--- config.mk ---
export PLATFORM = sky130hd
export DESIGN_NAME = if_fetch
export DESIGN_NICKNAME = d
export VERILOG_FILES = /design/src/rtl/if_fetch.sv
export SDC_FILE = /design/constraint.sdc
export NUM_CORES = 1
export LEC_CHECK = 0
export BUFFER_PORTS_ARGS = -buffer_cell sky130_fd_sc_hd__clkbuf_2
export CORE_UTILIZATION = 30
export DETAILED_ROUTE_END_ITERATION = 8
export PLACE_DENSITY = 0.48
export RECOVER_POWER = 100
export SYNTH_ARGS = -nofsm -noshare
export SYNTH_HDL_FRONTEND = slang
export SYNTH_SLANG_ARGS = --single-unit
--- constraint.sdc ---
create_clock -name clk -period 6.98 [get_ports clk]
set_input_delay 1.396 -clock clk [delete_from_list [all_inputs] [get_ports clk]]
set_output_delay 1.396 -clock clk [all_outputs]
set_load 0.02 [all_outputs]
--- src/rtl/if_fetch.sv ---
// Instruction fetch stage: issues word fetches on a single-outstanding bus and
// holds one fetched instruction for if_id, with branch redirect and flush handling.
module if_fetch #(
    parameter logic [31:0] RESET_PC = 32'h0000_0000
) (
    input  logic        clk,
    input  logic        rst,
    input  logic [5:0]  stall,
    input  logic        flush,
    input  logic [31:0] new_pc,
    input  logic        branch_flag_i,
    input  logic [31:0] branch_target_address_i,
    output logic        ibus_req,
    output logic [31:0] ibus_addr,
    input  logic        ibus_ack,
    input  logic [31:0] ibus_rdata,
    output logic [31:0] if_pc,
    output logic [31:0] if_inst,
    output logic        stallreq_from_if
);

    typedef enum logic [1:0] {
        IDLE    = 2'd0,
        WAIT    = 2'd1,
        DISCARD = 2'd2
    } state_t;

    state_t      state;
    logic        buf_valid;
    logic [31:0] fetch_pc;
    logic        redir_pending;
    logic [31:0] redir_pc;

    logic        consume;
    logic        buf_free;
    logic        branch_take;
    logic [31:0] issue_addr;
    logic        unused_stall;

    assign unused_stall = ^stall[5:3];

    always_comb begin
        consume     = buf_valid & ~stall[1];
        buf_free    = ~buf_valid | consume;
        branch_take = ~stall[2] & branch_flag_i;
        issue_addr  = redir_pending ? redir_pc : fetch_pc;
        issue_addr  = {issue_addr[31:2], 2'b00};
    end

    assign stallreq_from_if = ~buf_valid;

    always_ff @(posedge clk) begin
        if (!rst) begin
            state         <= IDLE;
            ibus_req      <= 1'b0;
            ibus_addr     <= 32'h0;
            buf_valid     <= 1'b0;
            if_pc         <= 32'h0;
            if_inst       <= 32'h0;
            fetch_pc      <= RESET_PC;
            redir_pending <= 1'b0;
            redir_pc      <= 32'h0;
        end else if (flush) begin
            // Flush drops the buffer and any redirect; an unacked request must
            // still run to completion on the bus, so its data is discarded later.
            buf_valid     <= 1'b0;
            redir_pending <= 1'b0;
            fetch_pc      <= new_pc;
            case (state)
                WAIT: begin
                    if (ibus_ack) begin
                        ibus_req <= 1'b0;
                        state    <= IDLE;
                    end else begin
                        state <= DISCARD;
                    end
                end
                DISCARD: begin
                    if (ibus_ack) begin
                        ibus_req <= 1'b0;
                        state    <= IDLE;
                    end
                end
                default: ;
            endcase
        end else begin
            if (consume)
                buf_valid <= 1'b0;
            if (branch_take) begin
                redir_pending <= 1'b1;
                redir_pc      <= branch_target_address_i;
            end
            case (state)
                IDLE: begin
                    if (!stall[0] && buf_free) begin
                        ibus_req  <= 1'b1;
                        ibus_addr <= issue_addr;
                        fetch_pc  <= issue_addr + 32'd4;
                        state     <= WAIT;
                        // A branch captured on this same edge is a fresh redirect.
                        if (redir_pending && !branch_take)
                            redir_pending <= 1'b0;
                    end
                end
                WAIT: begin
                    if (ibus_ack) begin
                        if_pc     <= ibus_addr;
                        if_inst   <= ibus_rdata;
                        buf_valid <= 1'b1;
                        ibus_req  <= 1'b0;
                        state     <= IDLE;
                    end
                end
                DISCARD: begin
                    if (ibus_ack) begin
                        ibus_req <= 1'b0;
                        state    <= IDLE;
                    end
                end
                default: state <= IDLE;
            endcase
        end
    end

endmodule

# Yosys cells after proc, flatten, opt, wreduce, memory -nomap -nowiden
# Cells that the tools add are included.
[op_classes]
reduce_logical = 16
n_addsub = 1
bitwise = 8
n_eq_ne = 5
muxes = 22
[op_table]
columns = ["operator", "count"]
rows = [
  ["$mux W32", 4],
  ["$add A32 B3 Y32 const B", 1],
  ["$mux W1", 11],
  ["$reduce_and A3 Y1", 3],
  ["$mux W2", 4],
  ["$pmux W2 S2", 2],
  ["$reduce_and A2 Y1", 3],
  ["$reduce_bool A2 Y1", 3],
  ["$not A1 Y1", 5],
  ["$reduce_or A2 Y1", 2],
  ["$ne A3 B1 Y1 const B", 1],
  ["$ne A3 B3 Y1 const B", 1],
  ["$and A1 B1 Y1", 2],
  ["$eq A2 B1 Y1 const B", 1],
  ["$eq A2 B2 Y1 const B", 1],
  ["$logic_and A1 B1 Y1", 2],
  ["$logic_not A1 Y1", 2],
  ["$logic_not A2 Y1", 1],
  ["$ne A2 B2 Y1 const B", 1],
  ["$pmux W1 S2", 1],
  ["$or A1 B1 Y1", 1],
]
[word_totals]
wordCells = 61
inputBits = 107
ff_bits = 161

# Depth between registers and ports, before layout
[depth]
depth_word = 7
depth_mapped = 13
ltp_nobuf = 8

# Least setup slack after synthesis
# Ideal clock, no wire load.
[synth_path]
kind = "input port to flip-flop"
startpoint = "input port stall[1]"
endpoint = "register fetch_pc[18]"
setup_slack_ps = 4333
required_time_ps = 6856
cell_stages = 7
arrival_ps = 2523
setup_ps = 124
path_cell_list = "a21oi_1 -> and2_1 -> clkbuf_1 -> clkbuf_1 -> nand3_1 -> mux2i_1 -> o31ai_1"
[synth_between]
elab_chain_len = 6
[synth_rtl]
columns = ["item", "line_no", "rtl"]
rows = [
  ["from (decl)", "8", "input logic [5:0] stall,"],
  ["$not A1 Y1", "43", "consume = buf_valid & ~stall[1];"],
  ["$and A1 B1 Y1", "43", ""],
  ["$or A1 B1 Y1", "44", "buf_free = ~buf_valid | consume;"],
  ["$logic_and A1 B1 Y1", "95", "if (!stall[0] && buf_free) begin"],
  ["$reduce_bool A2 Y1 (no source line)", "-", ""],
  ["$reduce_and A2 Y1 (no source line)", "-", ""],
  ["to (signal assigned)", "68", "fetch_pc <= new_pc;"],
  ["to (signal assigned)", "98", "fetch_pc <= issue_addr + 32'd4;"],
  ["to (decl)", "30", "logic [31:0] fetch_pc;"],
]
# Every way passes these cells.
# A chain may end at the register's enable or synchronous reset.

==> flow_metrics.env <==
export IMPL_status="complete, but fails checks"
export IMPL_violations="design-rule violations, max-capacitance violations, max-slew violations"
export IMPL_fmax_ghz=0.214
export IMPL_synth_top_area_share_pct=41.1
export IMPL_crit_start="rst"
export IMPL_grt_pass1_vias=6373
export IMPL_layout_common_cells="261 x nand2_1, 156 x dfxtp_1, 100 x clkbuf_1"
export IMPL_wirelength_um=23400
export IMPL_start_util_pct=30.4
export IMPL_yosysSeqAreaShare_pct=41.1
export IMPL_worst_ep_required_time_ns=7.31
export IMPL_grt_pass1_wl_um=36200
export IMPL_place_gp_congestion=0.804
export IMPL_async_flop_share_pct=0
export IMPL_cts_htree_levels=4
export IMPL_viasPerCell=4.82
export IMPL_worstSkewPairLatency_ns=0.43
export IMPL_pwr_density_cell_nw_per_um2=230
export IMPL_tns_ns=0
export IMPL_drv_slew=144
export IMPL_finalClockSkew_ns=0.0127
export IMPL_dp_hpwl_um=16100
export IMPL_instances_no_fill=1409
export IMPL_synth_ff_type="dfxtp_1"
export IMPL_worstPathArrival_ns=5.00
export IMPL_leakagePower_nw=3.61
export IMPL_cts_resized=0
export IMPL_crit_path_max_fanout=84
export IMPL_route_detailed_drc=1
export IMPL_crit_type="in2reg"
export IMPL_min_delay_start="if_inst[10]$_SDFFE_PN0P_"
export IMPL_syn_avg_cell_area_um2=8.39
export IMPL_first_pass_iters=7
export IMPL_antennaDiodeCount=0
export IMPL_ir_drop_v=0.000146
export IMPL_yosysWarningCount=0
export IMPL_initialDrtViolationCount=341
export IMPL_ys_types=69
export IMPL_worst_pin_slew_ns=3.21
export IMPL_syn_to_final_growth_pct=20.8
export IMPL_cts_buffers=17
export IMPL_track_usage_pct=17.9
export IMPL_final_common_cell="nand2_1"
export IMPL_drive_gt1_share_pct=15.5
export IMPL_fill_cells=2733
export IMPL_io_buffer_count=193
export IMPL_synth_edf_count=0
export IMPL_pin_count=205
export IMPL_synthTopCellsByArea="dfxtp_1 41%, nand2_1 13%, a21boi_0 9.3%"
export IMPL_drv_cap=3
export IMPL_die_w_um=162
export IMPL_yosys_area_top_type="dfxtp_1"
export IMPL_tritoncts="yes"
export IMPL_dpl_cell_count=1377
export IMPL_nNetsFinal=1178
export IMPL_syn_inst=911
export IMPL_ant_nets=0
export IMPL_cp_start_kind="input port"
export IMPL_crit_path_end_kind="register"
export IMPL_post_route_min_period_ns=4.67
export IMPL_fp_coreArea_um2=25100
export IMPL_num_rows=58
export IMPL_netlist_area_um2=7640
export IMPL_hold_buffers=0
export IMPL_postCtsSetupRepairBufs=0
export IMPL_hold_path_class="reg2reg"
export IMPL_dieArea_um2=26100
export IMPL_grt_max_degree=85
export IMPL_post_route_period_util_pct=66.9
export IMPL_setup_viol=0
export IMPL_numClockSinks=157
export IMPL_dr_total_vias=6789
export IMPL_wl_per_cell_um=16.6
export IMPL_antenna_found_initial=0
export IMPL_rsz0062_at_grt="false"
export IMPL_overflow=0
export IMPL_relSlewSlack_pct=-114
export IMPL_hold_violations=0
export IMPL_cts_root_buf="clkbuf_16"
export IMPL_cts_buffer_depth=2
export IMPL_clkTransAtPathRegs_ns=0.06
export IMPL_fp_dieH_um=162
export IMPL_r2r_start="state[1]$_SDFFE_PN0P_"
export IMPL_ys_seq_elements=157
## per-layer routing
| metal | routed length (um) | part of all wire, % | up-vias | GRT usage, % |
|---|---|---|---|---|
| met2 | 10600 | 45 | 180 | 28.9 |
| met1 | 11200 | 48 | 3117 | 23.8 |
| li1 | - | - | 3474 | - |
| met4 | 350 | 1.5 | 0 | 5.10 |
| met5 | 0 | 0 | - | 0 |
| met3 | 1230 | 5.3 | 18 | 4.11 |
## logic make-up (layout without fill, tap and decap cells)
family / after synthesis / count (layout) / synth area share [%]
other cells: 1 / 4 / 0.0491
buf+inv: 83 / 248 / 5.04
xor+xnor: 14 / 14 / 1.60
mux: 32 / 32 / 4.27
simple gates: 371 / 371 / 23.0
fa+ha+maj: 5 / 5 / 0.818
flops: 157 / 157 / 41.1
compound gates: 248 / 248 / 24.1
## sequential cells by signal, indices dropped and copies added, names as in the netlist
| name | cells |
|---|---|
| if_inst | 32 |
| ibus_req | 1 |
| if_pc | 30 |
| ibus_addr | 30 |
| redir_pending | 1 |
| state | 2 |
| buf_valid | 1 |
| fetch_pc | 30 |
| redir_pc | 30 |
## critical path, cell delays in order
cell and delay (ns):
buf_4 0.58, clkbuf_1 2.32, o21ai_0 0.33, a211oi_1 0.29
## cells in the mapped netlist, types with 3 or more instances
cell type,n
nand2_1,261
dfxtp_1,157
a21boi_0,95
clkbuf_1,55
o211a_1,32
a21oi_1,30
nand3_1,30
o21ai_0,30
mux2i_1,27
inv_1,13
xor2_1,13
nor2_1,12
nor3_1,9
o31ai_1,8
nand3b_1,7
nand4_1,7
o21ai_1,6
a211oi_1,5
buf_6,5
ha_1,5
mux2_2,5
nand2b_1,5
nor4_1,5
o211ai_1,5
and2_1,4
and3_1,4
buf_2,4
buf_4,4
nand3b_4,4
nor3b_1,4
nor4_2,4
a211o_1,3
a21o_1,3
a221oi_1,3
a22oi_1,3
a311oi_1,3
a31oi_1,3
## layout make-up
| class | count | area, um2 | share of cell area, % |
|---|---|---|---|
| multi-input combinational | 674 | 4140 | 44.9 |
| sequential | 157 | 3140 | 34.0 |
| timing repair buffer | 203 | 908 | 9.83 |
| clock buffer | 19 | 453 | 4.90 |
| tap | 330 | 413 | 4.47 |
| clock inverter | 13 | 126 | 1.37 |
| inverter | 13 | 48.8 | 0.528 |
## where the power goes
| part | switching, mW | total, mW | internal (mW) | leakage (nW) |
|---|---|---|---|---|
| sequential | 0.0393 | 0.971 | 0.932 | 1.28 |
| clock | 0.401 | 0.920 | 0.518 | 0.286 |
| combinational | 0.143 | 0.231 | 0.0880 | 2.04 |
## metrics by stage
stage / setup slack, ns / power (mW) / util (%) / cell area, um2 / hold WS [ns]
finish: 2.31 / 2.12 / 36.8 / 9240 / 0.464
global route: 1.82 / 2.23 / 36.8 / 9240 / 0.485
CTS: 3.57 / 2.17 / 37.4 / 9380 / 0.467
detailed placement: 3.13 / 1.23 / 35.0 / 8800 / 0.457
global placement: 3.13 / 1.23 / 35.0 / 8800 / 0.452
floorplan: 4.33 / 1.13 / - / 7660 / 0.443
## worst paths after layout
check	endpoint	slack [ns]	cells past startpoint
worst max register to register	fetch_pc[27]$_SDFFE_PN0P_	3.31	8
worst min register to register	if_inst[10]$_SDFFE_PN0P_	0.46	2
worst max-delay path	fetch_pc[22]$_SDFFE_PN0P_	2.31	4
worst min-delay path	if_inst[10]$_SDFFE_PN0P_	0.46	2
Power figures use the tool's default switching activity.
